### src/rtl/riscv_pkg.sv
// Shared RISC-V core types: ALU operation encoding, register-file geometry
// and the packed issue record carried by the operand-fetch output slot.
package riscv_pkg;

    localparam int unsigned XLEN        = 32;
    localparam int unsigned NUM_IN_PORT = 2;
    localparam int unsigned NUM_REGS    = 32;
    localparam int unsigned REG_W       = $clog2(NUM_REGS);

    typedef enum logic [3:0] {
        ALU_ADD  = 4'd0,
        ALU_SUB  = 4'd1,
        ALU_AND  = 4'd2,
        ALU_OR   = 4'd3,
        ALU_XOR  = 4'd4,
        ALU_SLL  = 4'd5,
        ALU_SRL  = 4'd6,
        ALU_SRA  = 4'd7,
        ALU_SLT  = 4'd8,
        ALU_SLTU = 4'd9
    } alu_op_t;

    typedef struct packed {
        alu_op_t                              op;
        logic [NUM_IN_PORT-1:0][XLEN-1:0]     operands;
        logic [REG_W-1:0]                     rd;
    } alu_issue_t;

endpackage

### src/rtl/alu_scoreboard.sv
// Pending-write scoreboard: one bit per architectural register, set on issue,
// cleared by writeback or by flushing the instruction that owns it.
module alu_scoreboard #(
    parameter int unsigned NumRegs = riscv_pkg::NUM_REGS,
    parameter int unsigned RegW    = $clog2(NumRegs)
) (
    input  logic                clk_i,
    input  logic                rst_ni,
    input  logic                set_i,
    input  logic [RegW-1:0]     set_rd_i,
    input  logic                wb_clr_i,
    input  logic [RegW-1:0]     wb_clr_rd_i,
    input  logic                flush_clr_i,
    input  logic [RegW-1:0]     flush_clr_rd_i,
    output logic [NumRegs-1:0]  pending_o
);

    genvar gi;
    generate
        for (gi = 0; gi < NumRegs; gi++) begin : g_bit
            if (gi == 0) begin : g_zero
                assign pending_o[gi] = 1'b0;
            end else begin : g_reg
                logic w_set;
                logic w_clr;
                logic r_pending;

                assign w_set = set_i && (set_rd_i == RegW'(gi));
                assign w_clr = (wb_clr_i && (wb_clr_rd_i == RegW'(gi))) ||
                               (flush_clr_i && (flush_clr_rd_i == RegW'(gi)));

                // A new producer issued this cycle outranks a clear from an older one.
                always_ff @(posedge clk_i) begin
                    if (!rst_ni) begin
                        r_pending <= 1'b0;
                    end else if (w_set) begin
                        r_pending <= 1'b1;
                    end else if (w_clr) begin
                        r_pending <= 1'b0;
                    end
                end

                assign pending_o[gi] = r_pending;
            end
        end
    endgenerate

endmodule

### src/rtl/alu_operand_fetch.sv
// Issue / operand-fetch stage ahead of the ALU: hazard check against the
// scoreboard, writeback bypass, and a single valid/ready output slot.
module alu_operand_fetch
    import riscv_pkg::*;
#(
    parameter int unsigned XLEN      = riscv_pkg::XLEN,
    parameter int unsigned NumInPort = riscv_pkg::NUM_IN_PORT,
    parameter int unsigned NumRegs   = riscv_pkg::NUM_REGS,
    localparam int unsigned RegW     = $clog2(NumRegs)
) (
    input  logic                               clk_i,
    input  logic                               rst_ni,
    input  logic                               id_valid_i,
    output logic                               id_ready_o,
    input  alu_op_t                            id_alu_op_i,
    input  logic [RegW-1:0]                    id_rs1_i,
    input  logic [RegW-1:0]                    id_rs2_i,
    input  logic [RegW-1:0]                    id_rd_i,
    input  logic                               id_use_imm_i,
    input  logic [XLEN-1:0]                    id_imm_i,
    output logic [NumInPort-1:0][RegW-1:0]     rf_raddr_o,
    input  logic [NumInPort-1:0][XLEN-1:0]     rf_rdata_i,
    input  logic                               wb_valid_i,
    input  logic [RegW-1:0]                    wb_rd_i,
    input  logic [XLEN-1:0]                    wb_data_i,
    input  logic                               flush_i,
    output logic                               ex_valid_o,
    input  logic                               ex_ready_i,
    output alu_op_t                            ex_alu_op_o,
    output logic [NumInPort-1:0][XLEN-1:0]     ex_operand_o,
    output logic [RegW-1:0]                    ex_rd_o
);

    logic                          r_valid;
    alu_issue_t                    r_slot;
    alu_issue_t                    w_issue;
    logic [NumRegs-1:0]            w_pending;
    logic [NumInPort-1:0][RegW-1:0] w_rs;
    logic [NumInPort-1:0]          w_src_ready;
    logic                          w_slot_free;
    logic                          w_waw;
    logic                          w_fire;

    assign w_rs[0]    = id_rs1_i;
    assign w_rs[1]    = id_rs2_i;
    assign rf_raddr_o = w_rs;

    genvar gi;
    generate
        for (gi = 0; gi < NumInPort; gi++) begin : g_opnd
            logic w_imm_sel;
            logic w_bypass;

            // Only operand 1 can be replaced by the immediate.
            assign w_imm_sel = (gi == 1) && id_use_imm_i;
            assign w_bypass  = wb_valid_i && (w_rs[gi] != '0) && (wb_rd_i == w_rs[gi]);

            assign w_src_ready[gi] = w_imm_sel || (w_rs[gi] == '0) ||
                                     !w_pending[w_rs[gi]] || w_bypass;

            assign w_issue.operands[gi] = w_imm_sel ? id_imm_i   :
                                          w_bypass  ? wb_data_i  :
                                                      rf_rdata_i[gi];
        end
    endgenerate

    assign w_issue.op = id_alu_op_i;
    assign w_issue.rd = id_rd_i;

    assign w_waw       = w_pending[id_rd_i] && !(wb_valid_i && (wb_rd_i == id_rd_i));
    assign w_slot_free = !r_valid || ex_ready_i;
    assign id_ready_o  = w_slot_free && (&w_src_ready) && !w_waw && !flush_i;
    assign w_fire      = id_valid_i && id_ready_o;

    alu_scoreboard #(
        .NumRegs (NumRegs),
        .RegW    (RegW)
    ) u_scoreboard (
        .clk_i          (clk_i),
        .rst_ni         (rst_ni),
        .set_i          (w_fire && (id_rd_i != '0)),
        .set_rd_i       (id_rd_i),
        .wb_clr_i       (wb_valid_i),
        .wb_clr_rd_i    (wb_rd_i),
        .flush_clr_i    (flush_i && r_valid),
        .flush_clr_rd_i (r_slot.rd),
        .pending_o      (w_pending)
    );

    // Flush outranks both a hold and a fire; it never coincides with a fire anyway.
    always_ff @(posedge clk_i) begin
        if (!rst_ni) begin
            r_valid <= 1'b0;
            r_slot  <= '{op: ALU_ADD, operands: '0, rd: '0};
        end else if (flush_i) begin
            r_valid <= 1'b0;
        end else if (w_fire) begin
            r_valid <= 1'b1;
            r_slot  <= w_issue;
        end else if (w_slot_free) begin
            r_valid <= 1'b0;
        end
    end

    assign ex_valid_o   = r_valid;
    assign ex_alu_op_o  = r_slot.op;
    assign ex_operand_o = r_slot.operands;
    assign ex_rd_o      = r_slot.rd;

endmodule

### config.mk
export PLATFORM = sky130hd
export DESIGN_NAME = alu_operand_fetch
export DESIGN_NICKNAME = d
export VERILOG_FILES = /design/src/rtl/riscv_pkg.sv /design/src/rtl/alu_scoreboard.sv /design/src/rtl/alu_operand_fetch.sv
export SDC_FILE = /design/constraint.sdc
export NUM_CORES = 1
export LEC_CHECK = 0
export CORE_UTILIZATION = 40
export CTS_BUF_LIST = sky130_fd_sc_hd__clkbuf_4 sky130_fd_sc_hd__clkbuf_8
export DETAILED_ROUTE_END_ITERATION = 7
export GPL_TIMING_DRIVEN = 0
export PLACE_DENSITY = 0.75
export SETUP_SLACK_MARGIN = 0.3
export SLEW_MARGIN = 10
export SYNTH_ARGS = -nofsm -noshare
export SYNTH_HDL_FRONTEND = slang
export SYNTH_SLANG_ARGS = --single-unit
### constraint.sdc
create_clock -name clk_i -period 7.3 [get_ports clk_i]
set_clock_uncertainty 0.1 [all_clocks]
set_input_delay 0.73 -clock clk_i [delete_from_list [all_inputs] [get_ports clk_i]]
set_output_delay 0.73 -clock clk_i [all_outputs]
set_load 0.05 [all_outputs]
==> results.cfg, run 1 <==
[run_status]
run_status = complete, no violations

[power_and_ir_drop]
ir_worst_vdd_v = 0.0000939
power_per_cell_area_nw_per_um2 = 150
totalPowerFinal_mw = 1.41
leakagePower_nw = 3.27

[worst_setup_path]
worst_setup_path_start_kind = input pin
cp-end-kind = output pin
criticalPathCategory = in2out
cp.arrival_ps = 4340
cp.required_ps = 6470
crit_path_max_fanout = 10

[sta]
hold_violations = 0
totalNegativeSetupSlack_ps = 0
finalCriticalPeriod_ps = 5170
worst_hold_slack_ps = 366
slew_viol_final = 0
rsz_0062_raised_after_global_routing = no
postLayoutSetupSlackWorst_ps = 2130
timing.fmax_ghz = 0.193
maxSlewHeadroom_pct = 22.0
timing_worst_slew_pin_value_ps = 1160
final.period_utilization_pct = 70.8
setup_viol_count_final = 0

[floorplanning]
placementRows = 46
initial_utilization_pct = 41.3
design.core.area_sq_um = 16000
area_of_the_die_sq_um = 17000
die-width_um = 131
num_io_pins = 244
die_h_um = 131

[routing]
post_drt_via_cell_ratio = 5.64
ant_nets = 0
drc = 0
route.detailed.wl_per_inst_um = 20.0
finalWirelength_um = 24500
vias = 6906
drt_pre_antenna_iters = 4
drtIter0Drc = 456

[synthesis]
synth-warning-count = 0
synth_area_leader_cell = sky130_fd_sc_hd__dfxtp_1
post_synth_inst_count = 757
synth_flop_cell = sky130_fd_sc_hd__dfxtp_1
top_cell_type_s_share_of_synthesized_area_pct = 31.8
avgSynthCellArea_sq_um = 8.73
synth.lib_cells_used.distinct = 49
ys_ff_latch = 105
synth_seq_area_share_pct = 31.8
postSynth.asyncResetShare_pct = 0
netlist_area_sq_um = 6610
biggest_area_contributors_in_the_synthesized_netlist = sky130_fd_sc_hd__dfxtp_1 (32%), sky130_fd_sc_hd__mux2i_1 (17%), sky130_fd_sc_hd__nand2_1 (8.4%), sky130_fd_sc_hd__mux4_2 (6.1%), sky130_fd_sc_hd__a311oi_1 (4.2%)
number_of_enable_flip_flop_cells_after_synthesis = 0
synth_fp_nets = 916

[finish]
design_area_sq_um = 9430
finalNetCount = 1161
final_core_util_pct = 59.0
synthToLayoutAreaGrowth_pct = 42.7
post_route_cells_drive_above_1_share_pct = 7.75
final-instance-count-excl-fill = 1224

[clock_tree]
postCtsSetupRepairBufs = 0
worstSkewPairLatency_ps = 380
cts_htree_levels = 3
clock_tree_root_driver_cell = sky130_fd_sc_hd__clkbuf_8
cts_sinks = 105
ctsLongestPathBuffers = 2
numCtsBuffers = 9
tritoncts = built
post_cts_resize_count = 0
cts_hold_buf = 0
clock_transition_at_the_register_clock_pins_on_the_worst_setup_and_hold_paths_after_cts_ps = 100

[global_route]
initial_antenna_violation_count = 1
first_global_vias = 6697
pin_count_of_the_biggest_net_entering_global_routing = 17
grt_first_pass_wirelength_um = 37000
grt_overflow_total = 0
gr-usage-all-layers_pct = 28.8

[placed_design]
hpwl_um = 19400
placed_cell_area_sq_um = 9220
place.gp.congestion = 0.940
io_buffer_count = 234
dpl.cell_count = 1207
pre_cts_slack_ps = 2140

[run]
cap_violations = 0

[min_path]
hold_path.class = reg2reg
==> metal layers <==
metal,vias up,share of wire [%],track usage (%)
met2,329,50,50.3
met1,3247,39,33.7
met3,39,9.2,7.17
met4,0,2.2,11.2
met5,-,0,0
li1,3291,-,-
==> logic make-up after synthesis <==
kind of cell,share of synthesized area (%)
xor gates and xnor gates,1.99
buffers and inverters,6.82
DFF,31.8
muxes,24.1
and+or+nand+nor,15.4
AOI/OAI and AO/OA,20.0
==> power by group <==
part	switching, mW	internal, mW	total [mW]
Sequential	0.0146	0.593	0.608
Clock	0.204	0.181	0.386
Combinational	0.237	0.181	0.418
==> layout by cell type (no fill, tap or decap), types with 2 or more instances in the layout <==
cell type / count
sky130_fd_sc_hd__nor2_1: 15
sky130_fd_sc_hd__nand2b_1: 14
sky130_fd_sc_hd__dfxtp_1: 105
sky130_fd_sc_hd__clkdlybuf4s50_1: 234
sky130_fd_sc_hd__mux2i_1: 115
sky130_fd_sc_hd__nor2b_1: 5
sky130_fd_sc_hd__nand3_1: 14
sky130_fd_sc_hd__nand4b_1: 2
sky130_fd_sc_hd__o41ai_1: 4
sky130_fd_sc_hd__or3_1: 5
sky130_fd_sc_hd__mux2_2: 3
sky130_fd_sc_hd__and3_1: 2
sky130_fd_sc_hd__buf_1: 3
sky130_fd_sc_hd__mux4_2: 18
sky130_fd_sc_hd__buf_4: 13
sky130_fd_sc_hd__a311oi_1: 32
sky130_fd_sc_hd__nand2_1: 148
sky130_fd_sc_hd__buf_2: 12
sky130_fd_sc_hd__buf_6: 8
sky130_fd_sc_hd__clkbuf_1: 48
sky130_fd_sc_hd__clkbuf_8: 11
sky130_fd_sc_hd__nor3_1: 4
sky130_fd_sc_hd__a21oi_1: 40
sky130_fd_sc_hd__a2bb2oi_1: 2
sky130_fd_sc_hd__o2111ai_1: 32
sky130_fd_sc_hd__o21ai_0: 40
sky130_fd_sc_hd__xnor2_1: 11
sky130_fd_sc_hd__or2_2: 2
sky130_fd_sc_hd__o31ai_1: 27
sky130_fd_sc_hd__nand4_1: 3
sky130_fd_sc_hd__nand3b_1: 7
sky130_fd_sc_hd__xor2_1: 4
==> flip-flops by register name, indices dropped and copies added (netlist names) <==
register	cells
u_scoreboard.g_bit.g_reg.r_pending	31
ex_operand_o	64
ex_alu_op_o	4
ex_valid_o	1
ex_rd_o	5
==> worst paths after layout <==
check	from	end	slack [ps]	depth (start not counted)
setup / recovery	id_rs1_i[1]	id_ready_o	2130	10
hold / removal	ex_operand_o[51]	ex_operand_o[51]	370	2
setup reg to reg	u_scoreboard.g_bit[15].g_reg.r_pending	ex_operand_o[10]	4520	9
hold reg to reg	ex_operand_o[51]	ex_operand_o[51]	370	2
==> synthesized netlist by cell type (5+ instances only) <==
library cell	number
sky130_fd_sc_hd__a21oi_1	40
sky130_fd_sc_hd__a311oi_1	32
sky130_fd_sc_hd__buf_2	12
sky130_fd_sc_hd__buf_4	13
sky130_fd_sc_hd__buf_6	8
sky130_fd_sc_hd__clkbuf_1	48
sky130_fd_sc_hd__dfxtp_1	105
sky130_fd_sc_hd__mux2i_1	115
sky130_fd_sc_hd__mux4_2	18
sky130_fd_sc_hd__nand2_1	148
sky130_fd_sc_hd__nand2b_1	14
sky130_fd_sc_hd__nand3_1	14
sky130_fd_sc_hd__nand3b_1	7
sky130_fd_sc_hd__nor2_1	15
sky130_fd_sc_hd__nor2b_1	5
sky130_fd_sc_hd__o2111ai_1	32
sky130_fd_sc_hd__o21ai_0	40
sky130_fd_sc_hd__o31ai_1	27
sky130_fd_sc_hd__or3_1	5
sky130_fd_sc_hd__xnor2_1	11
==> worst max-delay path, stage by stage <==
cell and delay, ps:
sky130_fd_sc_hd__clkdlybuf4s50_1 590, sky130_fd_sc_hd__buf_2 320, sky130_fd_sc_hd__mux4_2 340, sky130_fd_sc_hd__mux4_2 520, sky130_fd_sc_hd__o2111ai_2 250, sky130_fd_sc_hd__nand4_4 220
sky130_fd_sc_hd__inv_2 110, sky130_fd_sc_hd__buf_6 140, sky130_fd_sc_hd__buf_2 260, sky130_fd_sc_hd__clkdlybuf4s50_1 860
==> layout make-up <==
cell class	count	area, sq um
Antenna cell	1	2.50
Buffer	84	439
Clock buffer	12	159
Clock inverter	4	51.3
Fill cell	1534	6570
Inverter	3	11.3
Multi-Input combinational cell	565	4060
Sequential cell	105	2100
Tap cell	216	270
Timing Repair Buffer	234	2340
Power figures use the tool's default switching activity.
==> run 2, diff against run 1 <==
--- a/config.mk
+++ b/config.mk
@@ -9,7 +9,7 @@
 export CTS_BUF_LIST = sky130_fd_sc_hd__clkbuf_4 sky130_fd_sc_hd__clkbuf_8
 export DETAILED_ROUTE_END_ITERATION = 7
 export GPL_TIMING_DRIVEN = 0
-export PLACE_DENSITY = 0.75
+export PLACE_DENSITY = 0.78
 export SETUP_SLACK_MARGIN = 0.3
 export SLEW_MARGIN = 10
 export SYNTH_ARGS = -nofsm -noshare
==> constraint.sdc (replaced) <==
create_clock -name clk_i -period 4.3 [get_ports clk_i]
set_clock_uncertainty 0.1 [all_clocks]
set_input_delay 0.43 -clock clk_i [delete_from_list [all_inputs] [get_ports clk_i]]
set_output_delay 0.43 -clock clk_i [all_outputs]
set_load 0.05 [all_outputs]
==> run 2 against run 1 <==
  * Die area is the same
  * Utilization rose by 0.16 points
  * Global-route usage increased by 0.40 points
  * Combinational power grew 72%
  * Largest cell class unchanged
==> results.cfg, run 2 (synthesis results as in run 1) <==
[run_status]
run_status = complete, no violations

[routing]
finalWirelength_um = 24900
route.detailed.wl_per_inst_um = 20.3
drtIter0Drc = 486
ant_nets = 0
drc = 0
drt_pre_antenna_iters = 5
post_drt_via_cell_ratio = 5.73
vias = 7024

[worst_setup_path]
rr_startpoint = u_scoreboard.g_bit[15].g_reg.r_pending
cp.required_ps = 3770
crit_path_max_fanout = 10
critical_path.startpoint = id_rs1_i[1]
cp.arrival_ps = 3330
cp-end-kind = output pin
criticalPathCategory = in2out
worst_setup_path_start_kind = input pin

[min_path]
hold_path.class = reg2reg
holdCritStartpoint = ex_operand_o[40]

[clock_tree]
clock_transition_at_the_register_clock_pins_on_the_worst_setup_and_hold_paths_after_cts_ps = 90
worstSkewPairLatency_ps = 380
tritoncts = built
numCtsBuffers = 9
cts_hold_buf = 0
ctsLongestPathBuffers = 2
cts_htree_levels = 3
clock_tree_root_driver_cell = sky130_fd_sc_hd__clkbuf_8
cts_sinks = 105

[global_route]
grt_first_pass_wirelength_um = 37400
initial_antenna_violation_count = 0
gr-usage-all-layers_pct = 29.1
pin_count_of_the_biggest_net_entering_global_routing = 17
grt_overflow_total = 0
first_global_vias = 6786

[finish]
post_route_cells_drive_above_1_share_pct = 8.03
diodes = 0
largest_reg_flops = 64
finalNetCount = 1163
synthToLayoutAreaGrowth_pct = 43.1
design_area_sq_um = 9460
most_common_cell_after_layout_fill_and_taps_aside = sky130_fd_sc_hd__clkdlybuf4s50_1
most-common-layout-cells = sky130_fd_sc_hd__clkdlybuf4s50_1 (233), sky130_fd_sc_hd__nand2_1 (148), sky130_fd_sc_hd__mux2i_1 (115), sky130_fd_sc_hd__dfxtp_1 (105), sky130_fd_sc_hd__clkbuf_1 (48)

[power_and_ir_drop]
power_per_cell_area_nw_per_um2 = 259
leakagePower_nw = 3.29
ir_worst_vdd_v = 0.000154
totalPowerFinal_mw = 2.45

[sta]
finalCriticalPeriod_ps = 3860
timing_worst_slew_pin_value_ps = 1100
slew_viol_final = 0
final.period_utilization_pct = 89.9
postLayoutSetupSlackWorst_ps = 435
rsz_0062_raised_after_global_routing = no
setup_viol_count_final = 0
timing.fmax_ghz = 0.259
hold_violations = 0
maxSlewHeadroom_pct = 25.9

[placed_design]
hpwl_um = 19600
pre_cts_slack_ps = -249
placed_cell_area_sq_um = 9220
place.gp.congestion = 0.959
io_buffer_count = 234

[floorplanning]
initial_utilization_pct = 41.3
area_of_the_die_sq_um = 17000
die_h_um = 131
die-width_um = 131
design.core.area_sq_um = 16000
placementRows = 46
num_io_pins = 244

[run]
cap_violations = 0
-- run 2: cell type report --
class                   count  area (sq um)
fillers                  1520          6540
clock inverters             5          78.8
clock buffers              11           145
multi-input cells         565          4060
flip-flops and latches    105          2100
repair buffers            236          2350
well taps                 216           270
inverters                   3          11.3
plain buffers              84           442
-- run 2: timing repair --
| item | 4_1_cts | 5_1_grt |
|---|---|---|
| resized for setup | 5 | 3 |
| pin swaps | 0 | 1 |
| buffers inserted | 0 | 2 |
| endpoints found under the setup margin | 1 | 1 |
-- run 2: report_power, final --
group	internal [mW]	switching (mW)	leakage (nW)
sequential	1.01	0.0229	0.852
combinational	0.310	0.409	2.32
clock	0.350	0.350	0.117
total	1.67	0.782	3.29
-- run 2: per-stage QoR --
stage / instances / utilization, % / setup TNS (ps) / hold WS (ps)
2_1_floorplan: 757 / - / 0 / 374
3_3_place_gp: 1207 / 57.6 / -250 / 343
3_5_place_dp: 1207 / 57.6 / -249 / 353
4_1_cts: 1223 / 59.0 / 0 / 368
5_1_grt: 1225 / 59.1 / 0 / 383
6_report: 1225 / 59.1 / 0 / 363
-- run 2: routing by layer --
layer / up-vias / wire [um] / share of wire [%] / track usage [%]
met5: - / 0 / 0 / 0
met4: 0 / 593 / 2.4 / 10.1
met3: 41 / 2130 / 8.6 / 7.13
met2: 324 / 12300 / 49 / 51.1
met1: 3364 / 9880 / 40 / 34.6
li1: 3295 / - / - / -
-- run 2: critical path: stages --
cell	delay, ps
sky130_fd_sc_hd__clkdlybuf4s50_1	580
sky130_fd_sc_hd__buf_2	330
sky130_fd_sc_hd__mux4_2	340
sky130_fd_sc_hd__mux4_2	510
sky130_fd_sc_hd__o2111ai_2	230
sky130_fd_sc_hd__nand4_4	190
sky130_fd_sc_hd__inv_2	110
sky130_fd_sc_hd__buf_6	150
sky130_fd_sc_hd__clkbuf_4	220
sky130_fd_sc_hd__buf_4	230
-- run 2: final timing paths --
| kind | end | slack, ps | cells past startpoint |
|---|---|---|---|
| max reg2reg | ex_operand_o[11] | 1540 | 9 |
| max | id_ready_o | 440 | 10 |
| min | ex_operand_o[40] | 360 | 2 |
| min reg2reg | ex_operand_o[40] | 360 | 2 |
==> run 3, diff against run 2 <==
--- a/config.mk
+++ b/config.mk
@@ -10,7 +10,6 @@
 export DETAILED_ROUTE_END_ITERATION = 7
 export GPL_TIMING_DRIVEN = 0
 export PLACE_DENSITY = 0.78
-export SETUP_SLACK_MARGIN = 0.3
 export SLEW_MARGIN = 10
 export SYNTH_ARGS = -nofsm -noshare
 export SYNTH_HDL_FRONTEND = slang
==> run 3 against run 2 <==
  * Cell count down 0.16%
  * Total power about the same
  * Global-route usage about the same
  * Die area unchanged
  * First-iteration DRC count down 7.8%
  * Maximum frequency down 4.1%
  * Sequential cell count unchanged
  * Largest power group unchanged
  * Critical path type unchanged
  * Sequential share of layout area about the same
  * Clock power about the same
==> results.cfg, run 3 (synthesis results as in run 1) <==
[placed_design]
pre_cts_slack_ps = -249
placed_cell_area_sq_um = 9220
hpwl_um = 19600
io_buffer_count = 234
place.gp.congestion = 0.959

[power_and_ir_drop]
leakagePower_nw = 3.28
ir_worst_vdd_v = 0.000154
totalPowerFinal_mw = 2.45
power_per_cell_area_nw_per_um2 = 259

[clock_tree]
cts_htree_levels = 3
clock_transition_at_the_register_clock_pins_on_the_worst_setup_and_hold_paths_after_cts_ps = 90
worstSkewPairLatency_ps = 390
clock_tree_root_driver_cell = sky130_fd_sc_hd__clkbuf_8
numCtsBuffers = 9
postCtsSetupRepairBufs = 0
tritoncts = built
cts_sinks = 105
cts_hold_buf = 0
ctsLongestPathBuffers = 2

[global_route]
initial_antenna_violation_count = 0
pin_count_of_the_biggest_net_entering_global_routing = 17
grt_first_pass_wirelength_um = 37400
gr-usage-all-layers_pct = 29.2
grt_overflow_total = 0
first_global_vias = 6794

[floorplanning]
initial_utilization_pct = 41.3
placementRows = 46
area_of_the_die_sq_um = 17000
die_h_um = 131
num_io_pins = 244
die-width_um = 131
design.core.area_sq_um = 16000

[finish]
design_area_sq_um = 9440
most_common_cell_after_layout_fill_and_taps_aside = sky130_fd_sc_hd__clkdlybuf4s50_1
most-common-layout-cells = sky130_fd_sc_hd__clkdlybuf4s50_1 (233), sky130_fd_sc_hd__nand2_1 (148), sky130_fd_sc_hd__mux2i_1 (115), sky130_fd_sc_hd__dfxtp_1 (105), sky130_fd_sc_hd__clkbuf_1 (48)
post_route_cells_drive_above_1_share_pct = 7.85
synthToLayoutAreaGrowth_pct = 42.8
finalNetCount = 1161
diodes = 0
largest_reg_flops = 64
final_core_util_pct = 59.0

[sta]
worst_hold_slack_ps = 363
final.period_utilization_pct = 93.7
rsz_0062_raised_after_global_routing = no
slew_viol_final = 0
maxSlewHeadroom_pct = 17.2
timing_worst_slew_pin_value_ps = 1230
postLayoutSetupSlackWorst_ps = 270
timing.fmax_ghz = 0.248
setup_viol_count_final = 0
hold_violations = 0
finalCriticalPeriod_ps = 4030

[routing]
vias = 7043
finalWirelength_um = 25100
route.detailed.wl_per_inst_um = 20.5
drc = 0
drt_pre_antenna_iters = 5
ant_nets = 0
post_drt_via_cell_ratio = 5.76
drtIter0Drc = 448

[worst_setup_path]
worst_setup_path_start_kind = input pin
cp.required_ps = 3770
path_buf_inv = 6
critical-path-slowest-cell = sky130_fd_sc_hd__clkdlybuf4s50_1
rr_startpoint = u_scoreboard.g_bit[15].g_reg.r_pending
critPathMaxStageDelay_ps = 580
cp_top_family = buffers and inverters
cp-endpoint = id_ready_o
critical_path_depth = 10
rrSetupSlack_ps = 1510
critical_path.startpoint = id_rs1_i[1]
cp.arrival_ps = 3500
criticalPathCategory = in2out
cp-end-kind = output pin
worstPathCellList = clkdlybuf4s50_1 > buf_2 > mux4_2 > mux4_2 > o2111ai_2 > nand4_4 > inv_2 > buf_6 > buf_2 > clkbuf_2
rr_endpoint = ex_operand_o[3]
crit_path_max_fanout = 10
r2r.worst_path.cells = 9

[min_path]
worstHoldPathCells = 2
hold_path.class = reg2reg

[run_status]
run_status = complete, no violations

[run]
cap_violations = 0
==> run 3: worst register-to-register path, cell delays in order (launching register included) <==
cell	delay [ps]
sky130_fd_sc_hd__dfxtp_1	360
sky130_fd_sc_hd__mux4_2	470
sky130_fd_sc_hd__mux4_2	510
sky130_fd_sc_hd__o2111ai_2	240
sky130_fd_sc_hd__nand4_4	220
sky130_fd_sc_hd__inv_2	120
sky130_fd_sc_hd__buf_6	150
sky130_fd_sc_hd__buf_6	150
sky130_fd_sc_hd__a21oi_1	80
sky130_fd_sc_hd__a311oi_1	300
==> run 3: how the worst min path moves through the flow <==
stage / to / start / slack [ps]
6_report: ex_operand_o[40] / ex_operand_o[40] / 360
5_1_grt: ex_operand_o[35] / ex_operand_o[35] / 380
4_1_cts: ex_operand_o[55] / ex_operand_o[55] / 370
3_5_place_dp: ex_operand_o[36] / ex_operand_o[36] / 350
3_3_place_gp: ex_operand_o[37] / ex_operand_o[37] / 340
2_1_floorplan: u_scoreboard.g_bit[24].g_reg.r_pending / u_scoreboard.g_bit[24].g_reg.r_pending / 370
==> run 3: layer usage <==
layer,vias up,share of wire (%),global-route usage [%]
met1,3385,39,34.7
met3,44,8.7,7.37
li1,3289,-,-
met4,0,2.4,10.1
met5,-,0,0
met2,325,50,51.0
==> run 3: report_power, final <==
group	internal [mW]	switching, mW
sequential	1.01	0.0230
combinational	0.307	0.410
clock	0.350	0.351
total	1.66	0.784
==> run 3: layout make-up <==
class                           count  area [sq um]
Multi-Input combinational cell    565          4060
Timing Repair Buffer              234          2340
Tap cell                          216           270
Clock buffer                       11           145
Fill cell                        1520          6560
Clock inverter                      5          78.8
Inverter                            3          11.3
Sequential cell                   105          2100
Buffer                             84           439
==> run 3: repair_timing <==
item	in CTS	in global routing
pin swaps	0	0
setup endpoints to repair	1	1
resized for setup	1	2
==> run 3: per-stage QoR <==
stage               instances  setup TNS, ps
detailed placement       1207           -249
global placement         1207           -250
finish                   1223              0
global route             1223              0
floorplan                 757              0
CTS                      1223              0
